### src/rtl/can_pkg.sv
// Shared types and constants for the CAN frame transmitter.
package can_pkg;

  localparam int CRC_W   = 15;
  localparam int ID_LEN  = 11;
  localparam int DLC_LEN = 4;
  localparam int CRC_LEN = 15;

  localparam logic [CRC_W-1:0] CRC_POLY_DEF = 15'h4599;

  // S_START: frame latched, line still recessive until the next bit_en drives SOF.
  typedef enum logic [3:0] {
    S_IDLE, S_START, S_SOF, S_ID, S_RTR, S_IDE, S_R0, S_DLC, S_DATA,
    S_CRC, S_CRC_DEL, S_ACK_SLOT, S_ACK_DEL, S_EOF, S_IFS
  } tx_state_e;

  // Number of data-field bits: remote frames carry none, DLC above 8 caps at 8 bytes.
  function automatic logic [6:0] data_bits(input logic rtr, input logic [3:0] dlc);
    if (rtr) return 7'd0;
    if (dlc > 4'd8) return 7'd64;
    return {dlc, 3'b000};
  endfunction

endpackage

### src/rtl/can_crc15_gen.sv
// Serial CRC-15 generator fed one unstuffed bit per enable; the top reads the
// finished register MSB first to send the CRC field.
module can_crc15_gen
  import can_pkg::*;
#(
  parameter logic [CRC_W-1:0] POLY = CRC_POLY_DEF
) (
  input  logic             clk,
  input  logic             rst,
  input  logic             clr,
  input  logic             en,
  input  logic             din,
  output logic [CRC_W-1:0] crc
);

  logic [CRC_W-1:0] crc_q;

  // Shift in one bit; clear restarts the sum for a new frame.
  always_ff @(posedge clk) begin
    if (rst || clr) crc_q <= '0;
    else if (en)    crc_q <= {crc_q[CRC_W-2:0], 1'b0} ^ ((din ^ crc_q[CRC_W-1]) ? POLY : '0);
  end

  assign crc = crc_q;

endmodule

### src/rtl/can_frame_tx.sv
// CAN 2.0A frame serialiser: field sequencing, bit stuffing, CRC append,
// arbitration / bit-error / ACK monitoring. Bit timing comes from external strobes.
module can_frame_tx
  import can_pkg::*;
#(
  parameter logic [CRC_W-1:0] CRC_POLY = CRC_POLY_DEF,
  parameter int               EOF_BITS = 7,
  parameter int               IFS_BITS = 3
) (
  input  logic        clk,
  input  logic        rst,
  input  logic        frame_valid,
  output logic        frame_ready,
  input  logic [10:0] frame_id,
  input  logic        frame_rtr,
  input  logic [3:0]  frame_dlc,
  input  logic [63:0] frame_data,
  input  logic        bit_en,
  input  logic        sample_en,
  input  logic        can_rx,
  output logic        can_tx,
  output logic        busy,
  output logic        tx_done,
  output logic        arb_lost,
  output logic        bit_err,
  output logic        ack_err
);

  tx_state_e   state_q, state_d;
  logic [6:0]  cnt_q, cnt_d;      // bit index within the current field
  logic        stuff_q, stuff_d;  // wire bit is a stuff bit
  logic [2:0]  run_q, run_d;      // consecutive equal levels driven
  logic        tx_q, tx_d;
  logic        done_q, done_d, arb_q, arb_d, berr_q, berr_d, aerr_q, aerr_d;

  logic [10:0] id_q;
  logic        rtr_q;
  logic [3:0]  dlc_q;
  logic [63:0] data_q;
  logic [6:0]  nbits_q;

  logic [CRC_W-1:0] crc;
  logic             crc_clr, crc_en, crc_din;
  logic             accept;

  // Successor of the current field bit.
  tx_state_e   nxt_state;
  logic [6:0]  nxt_cnt;
  logic        nxt_bit, nxt_crc;

  logic [3:0] id_idx, crc_idx;
  logic [1:0] dlc_idx;
  logic [5:0] dat_idx;

  assign id_idx  = 4'd9  - cnt_q[3:0];
  assign dlc_idx = 2'd2  - cnt_q[1:0];
  assign dat_idx = 6'd62 - cnt_q[5:0];
  assign crc_idx = 4'd13 - cnt_q[3:0];

  assign frame_ready = (state_q == S_IDLE);
  assign accept      = frame_ready && frame_valid;

  can_crc15_gen #(.POLY(CRC_POLY)) u_crc (
    .clk (clk),
    .rst (rst),
    .clr (crc_clr),
    .en  (crc_en),
    .din (crc_din),
    .crc (crc)
  );

  // Field sequencer: which field bit follows the one last sent, and whether it feeds the CRC.
  always_comb begin
    nxt_state = state_q;
    nxt_cnt   = '0;
    nxt_bit   = 1'b1;
    nxt_crc   = 1'b0;
    case (state_q)
      S_START: begin nxt_state = S_SOF; nxt_bit = 1'b0; nxt_crc = 1'b1; end
      S_SOF:   begin nxt_state = S_ID;  nxt_bit = id_q[10]; nxt_crc = 1'b1; end
      S_ID: begin
        nxt_crc = 1'b1;
        if (cnt_q == 7'(ID_LEN-1)) begin nxt_state = S_RTR; nxt_bit = rtr_q; end
        else begin nxt_cnt = cnt_q + 7'd1; nxt_bit = id_q[id_idx]; end
      end
      S_RTR: begin nxt_state = S_IDE; nxt_bit = 1'b0; nxt_crc = 1'b1; end
      S_IDE: begin nxt_state = S_R0;  nxt_bit = 1'b0; nxt_crc = 1'b1; end
      S_R0:  begin nxt_state = S_DLC; nxt_bit = dlc_q[3]; nxt_crc = 1'b1; end
      S_DLC: begin
        if (cnt_q != 7'(DLC_LEN-1)) begin
          nxt_cnt = cnt_q + 7'd1; nxt_bit = dlc_q[dlc_idx]; nxt_crc = 1'b1;
        end else if (nbits_q != 7'd0) begin
          nxt_state = S_DATA; nxt_bit = data_q[63]; nxt_crc = 1'b1;
        end else begin
          nxt_state = S_CRC; nxt_bit = crc[CRC_W-1];
        end
      end
      S_DATA: begin
        if (cnt_q == nbits_q - 7'd1) begin nxt_state = S_CRC; nxt_bit = crc[CRC_W-1]; end
        else begin nxt_cnt = cnt_q + 7'd1; nxt_bit = data_q[dat_idx]; nxt_crc = 1'b1; end
      end
      S_CRC: begin
        if (cnt_q == 7'(CRC_LEN-1)) nxt_state = S_CRC_DEL;
        else begin nxt_cnt = cnt_q + 7'd1; nxt_bit = crc[crc_idx]; end
      end
      S_CRC_DEL:  nxt_state = S_ACK_SLOT;
      S_ACK_SLOT: nxt_state = S_ACK_DEL;
      S_ACK_DEL:  nxt_state = S_EOF;
      S_EOF: begin
        if (cnt_q == 7'(EOF_BITS-1)) nxt_state = (IFS_BITS > 1) ? S_IFS : S_IDLE;
        else nxt_cnt = cnt_q + 7'd1;
      end
      // The IDLE transition happens at the start of the last IFS bit, so a
      // held request drives SOF only after IFS_BITS recessive bit times.
      S_IFS: begin
        if (cnt_q == 7'(IFS_BITS-2)) nxt_state = S_IDLE;
        else nxt_cnt = cnt_q + 7'd1;
      end
      default: nxt_state = S_IDLE;
    endcase
  end

  // Main control: sample check first, then bit_en advance (stuff bit or next field bit).
  always_comb begin
    state_d = state_q;
    cnt_d   = cnt_q;
    stuff_d = stuff_q;
    run_d   = run_q;
    tx_d    = tx_q;
    done_d  = 1'b0;
    arb_d   = 1'b0;
    berr_d  = 1'b0;
    aerr_d  = 1'b0;
    crc_clr = 1'b0;
    crc_en  = 1'b0;
    crc_din = 1'b0;
    if (state_q == S_IDLE) begin
      if (accept) begin
        state_d = S_START;
        cnt_d   = '0;
        stuff_d = 1'b0;
        run_d   = '0;
        crc_clr = 1'b1;
      end
    end else begin
      if (sample_en && state_q != S_START && state_q != S_IFS) begin
        if (!stuff_q && (state_q == S_ID || state_q == S_RTR)) arb_d = tx_q && !can_rx;
        else if (state_q == S_ACK_SLOT) aerr_d = can_rx;
        else berr_d = (can_rx != tx_q);
      end
      if (arb_d || berr_d || aerr_d) begin
        state_d = S_IDLE;
        tx_d    = 1'b1;
      end else if (bit_en) begin
        if (state_q inside {S_SOF, S_ID, S_RTR, S_IDE, S_R0, S_DLC, S_DATA, S_CRC}
            && run_q == 3'd5) begin
          tx_d    = ~tx_q;
          run_d   = 3'd1;
          stuff_d = 1'b1;
        end else begin
          state_d = nxt_state;
          cnt_d   = nxt_cnt;
          tx_d    = nxt_bit;
          stuff_d = 1'b0;
          run_d   = (nxt_bit == tx_q) ? ((run_q == 3'd7) ? run_q : run_q + 3'd1) : 3'd1;
          crc_en  = nxt_crc;
          crc_din = nxt_bit;
          done_d  = (state_q == S_EOF) && (cnt_q == 7'(EOF_BITS-1));
        end
      end
    end
  end

  // State, line driver and pulse registers.
  always_ff @(posedge clk) begin
    if (rst) begin
      state_q <= S_IDLE;
      cnt_q   <= '0;
      stuff_q <= 1'b0;
      run_q   <= '0;
      tx_q    <= 1'b1;
      done_q  <= 1'b0;
      arb_q   <= 1'b0;
      berr_q  <= 1'b0;
      aerr_q  <= 1'b0;
    end else begin
      state_q <= state_d;
      cnt_q   <= cnt_d;
      stuff_q <= stuff_d;
      run_q   <= run_d;
      tx_q    <= tx_d;
      done_q  <= done_d;
      arb_q   <= arb_d;
      berr_q  <= berr_d;
      aerr_q  <= aerr_d;
    end
  end

  // Frame fields captured on acceptance and held for the whole frame.
  always_ff @(posedge clk) begin
    if (rst) begin
      id_q    <= '0;
      rtr_q   <= 1'b0;
      dlc_q   <= '0;
      data_q  <= '0;
      nbits_q <= '0;
    end else if (accept) begin
      id_q    <= frame_id;
      rtr_q   <= frame_rtr;
      dlc_q   <= frame_dlc;
      data_q  <= frame_data;
      nbits_q <= data_bits(frame_rtr, frame_dlc);
    end
  end

  assign can_tx   = tx_q;
  assign busy     = (state_q != S_IDLE);
  assign tx_done  = done_q;
  assign arb_lost = arb_q;
  assign bit_err  = berr_q;
  assign ack_err  = aerr_q;

endmodule
### config.mk
export PLATFORM = sky130hd
export DESIGN_NAME = can_frame_tx
export DESIGN_NICKNAME = d
export VERILOG_FILES = /design/src/rtl/can_pkg.sv /design/src/rtl/can_crc15_gen.sv /design/src/rtl/can_frame_tx.sv
export SDC_FILE = /design/constraint.sdc
export NUM_CORES = 1
export LEC_CHECK = 0
export ABC_AREA = 1
export CORE_MARGIN = 1.5
export CORE_UTILIZATION = 55
export DETAILED_ROUTE_END_ITERATION = 12
export GPL_TIMING_DRIVEN = 0
export MAX_ROUTING_LAYER = met4
export PLACE_DENSITY = 0.86
export SYNTH_ARGS = -nofsm -noshare
export SYNTH_HDL_FRONTEND = slang
export SYNTH_HIERARCHICAL = 1
export SYNTH_SLANG_ARGS = --single-unit
### constraint.sdc
create_clock -name clk -period 7.5 [get_ports clk]
set_clock_uncertainty 0.05 [all_clocks]
set_input_delay 1.5 -clock clk [delete_from_list [all_inputs] [get_ports clk]]
set_output_delay 1.5 -clock clk [all_outputs]
set_load 0.03 [all_outputs]
==> flow_summary_export.csv, run 1 <==
group,metric,value,unit
setup_path,critical-path-top-delay-family,"simple AND/OR/NAND/NOR gates",
global_routing,grt-busiest-layer,"met2",
timing,slew_violations,0,
die,io_pins,93,
die,die_width,110,um
layout,fin_cells,1196,
global_routing,overflow,0,
global_routing,grtUsageMet1,0.414,
logic_synthesis,syn_inst,932,
logic_synthesis,synth-simple-area-share,0.344,
run,drv_cap,0,
layout,area_delta_synth_final,26.7,%
pwr,power_density,363,mW/mm^2
routing,drt_wl_total,18800,um
global_routing,use_met2,0.519,
logic_synthesis,yosys-top-cells-count,"nand2_1, a21oi_1, dfxtp_1",
clock_tree,cts_setup_buffers,0,
clock_tree,root_buffer,"clkbuf_16",
routing,wl_per_cell,15.7,um
layout,drive_above_1_share,0.0966,
clock_tree,post_cts_resized,0,
global_routing,grt_pass1_vias,6205,
setup_path,worstReg2RegStart,"cnt_q[0]",
hold_path,hp-class,"reg -> reg",
setup_path,r2r_cells,22,
logic_synthesis,ys_seq_elements,119,
logic_synthesis,synth_top_area_frac,0.380,
layout,nets,1141,
placed_design,port_buffers,92,
layout,diodes,0,
timing,setup_violations,0,
logic_synthesis,yosysMostFrequentCell,"nand2_1",
hold_path,hp-start,"id_q[5]",
global_routing,grt_max_degree,17,
die,die_h,110,um
global_routing,grt_use_met3,0.0729,
setup_path,crit_chain,"clkdlybuf4s50_1 > inv_1 > ha_1 > nor2_1 > nand3_1 > nand3_4 > nor2_4 > nand3_1 > a21oi_1 > inv_2 > nor3_1 > nor2_1",
logic_synthesis,syn_avg_cell_area,6.72,sq um
timing,finalCritPeriodShare,0.520,
clock_tree,cts_num_sinks,119,
global_routing,grt_usage,0.335,
logic_synthesis,ys.flop_type,"dfxtp_1",
hold_path,min_to,"id_q[5]",
hold_path,hold_depth,2,
timing,tightest_slew,0.628,ns
logic_synthesis,synth_top_family_by_area,"simple AND/OR/NAND/NOR gates",
logic_synthesis,ys_seq_area_frac,0.380,
setup_path,r2r-end,"u_crc/crc[14]",
die,rows,38,
timing,rsz0062_at_grt,"false",
logic_synthesis,synthesis.nets,1030,
logic_synthesis,synth-xor-area-share,0.00839,
clock_tree,clkLatencyLatePin,0.42,ns
die,start_util,0.570,
setup_path,critPathLaunchType,"input pin",
clock_tree,clock_path_buffers,2,
setup_path,critPathKind,"in -> reg",
logic_synthesis,synth-compound-area-share,0.154,
pwr,leakage,3.19,nW
routing,dr_total_vias,6786,
placed_design,placed_cells,1164,
setup_path,crit_fanout,10,
routing,via_per_inst,5.67,
die,coreArea,0.0110,sq mm
clock_tree,hold_buffers,0,
clock_tree,numCtsBuffers,17,
placed_design,place.gp.congestion,0.995,
routing,firstDrtPassIters,5,
logic_synthesis,yosysWarnings,6,
logic_synthesis,synth_edf_count,0,
setup_path,end_kind,"flip-flop",
die,fp.dieArea,0.0120,sq mm
setup_path,worst_path_largest_cell_delay,0.54,ns
logic_synthesis,netlist_area,0.00626,sq mm
timing,max_slew_margin,0.581,
routing,detailedRoute.firstIterationViolations,651,
setup_path,slowest_stage,"a21oi_1",
routing,drc,0,
logic_synthesis,synthMuxAreaShare,0,
routing,drtAntennaViolNets,0,
timing,tns,0,ns
pwr,vdd_drop_max,288,uV
setup_path,path_buf_inv,3,
clock_tree,cts_tree,"done",
timing,fmax,257,MHz
timing,setup_slack,3.60,ns
placed_design,place_ws,3.28,ns
logic_synthesis,synth.distinct_cells,42,
logic_synthesis,synth_top_cell_by_area,"dfxtp_1",
timing,hold_viol_final,0,
timing,period_minus_slack,3.90,ns
run_status,status,"complete, no violations",
logic_synthesis,synthTopCellsByArea,"dfxtp_1, nand2_1, a21oi_1",
global_routing,antenna_found_initial,0,
setup_path,cp.required,7.76,ns
logic_synthesis,ys_async_sr_fraction,0,
setup_path,timing.reg2reg.setup_slack,3.87,ns
placed_design,hpwl,13200,um
setup_path,arrival,4.15,ns
clock_tree,clkSlewWorstSetupHoldPaths,0.05,ns
logic_synthesis,synthAdderAreaFrac,0.0240,
global_routing,grt_first_pass_wirelength,29900,um
clock_tree,htreeDepth,4,
[sequential cells by signal, indices dropped and copies added (netlist names), 3 cells and up]
signal and flops:
data_q 64, id_q 11, dlc_q 4, nbits_q 4, run_q 3, u_crc/crc 15
cnt_q 7, state_q 4
[through the flow]
| stage | utilization | total power [mW] | area, sq um | hold WS, ns |
|---|---|---|---|---|
| after detailed placement | 0.670 | 2.05 | 7360 | 0.397 |
| after CTS | 0.722 | 2.85 | 7930 | 0.408 |
| after global routing | 0.722 | 3.03 | 7930 | 0.431 |
| after global placement | 0.670 | 2.03 | 7360 | 0.393 |
| after floorplan | - | 1.70 | 6260 | 0.375 |
| final | 0.722 | 2.88 | 7930 | 0.413 |
[cell families after synthesis]
group | after synthesis
AO/OA/AOI/OAI | 180
XOR/XNOR | 6
adder cells (fa/ha/maj) | 12
buffers and inverters | 120
flip-flops | 119
AND/OR/NAND/NOR | 495
[worst reg2reg max path, cell delays in order (launching register included)]
cell     delay, ns
dfxtp_1       0.38
buf_6         0.17
inv_2         0.05
buf_6         0.14
buf_6         0.15
ha_1          0.28
buf_2         0.20
inv_2         0.19
buf_2         0.34
nand3_1       0.13
nand3_1       0.11
nand3_1       0.09
nand2_1       0.12
nand2_1       0.06
nand3_1       0.08
nand3_1       0.12
nand2_2       0.16
a21oi_1       0.10
nand2_1       0.09
nand2_2       0.09
buf_6         0.15
nor3_1        0.17
nor2_1        0.08
[worst max path at each step]
stage | from | end | slack [ns] | depth (start not counted)
floorplan | can_rx | u_crc/crc[8] | 4.22 | 12
global placement | can_rx | u_crc/crc[7] | 3.34 | 14
detailed placement | can_rx | u_crc/crc[14] | 3.28 | 12
CTS | can_rx | u_crc/crc[14] | 3.64 | 12
global route | can_rx | u_crc/crc[7] | 3.42 | 14
finish | can_rx | u_crc/crc[14] | 3.60 | 12
[metal layers]
metal / wire length, um / vias to the layer above / share of wire
met5: 0 / - / 0
met4: 685 / 0 / 0.037
met3: 1870 / 75 / 0.099
met2: 8620 / 399 / 0.46
met1: 7590 / 3054 / 0.40
li1: - / 3258 / -
[power breakdown]
group | switching (mW) | total, mW | internal (mW)
combinational | 0.828 | 1.26 | 0.432
clock | 0.300 | 0.797 | 0.497
sequential | 0.0701 | 0.827 | 0.757
total | 1.20 | 2.88 | 1.69
[cells in the final DEF, fill, tap and decap left out, types with 6 or more instances in the layout]
master           netlist  final
o21ai_0               33     33
clkbuf_1              22     25
o21ai_1                8      8
buf_6                  8      8
nand2_2                9      9
nand2_1              304    304
dfxtp_1              119    119
nand4_1                6      6
inv_2                 11     11
nand3_1               95     95
a21oi_1              122    122
buf_2                 18     18
o211ai_1               7      7
nor2_1                56     56
ha_1                  12     12
inv_1                 56     56
clkdlybuf4s50_1        0     92
clkbuf_16              0     17
[layout make-up]
type                            count  area (sq um)
Tap cell                          140           175
Multi-Input combinational cell    693          3320
Buffer                             51           298
Fill cell                         874          3050
Clock buffer                       21           450
Clock inverter                     11           124
Inverter                           69           264
Sequential cell                   119          2380
Timing Repair Buffer               92           921
Note: power is estimated with default switching activity, not from simulation.
==> inputs of run 2 (changes only) <==
clock period = 4.1 ns   (was 7.5 ns; I/O delays follow)
==> results of run 2 <==
The final DEF is identical to that of run 1. Status: complete, no violations.
Among the figures that moved: setup slack after placement 3.28 ns -> 0.564 ns; clock-pin slew on the worst setup and hold paths 0.05 ns -> 0.06 ns; setup slack after layout 3.60 ns -> 0.469 ns; start point of the critical path can_rx -> cnt_q[0]; register-to-register setup slack 3.87 ns -> 0.47 ns; total power 2.88 mW -> 5.28 mW; worst IR drop on VDD 288 uV -> 526 uV
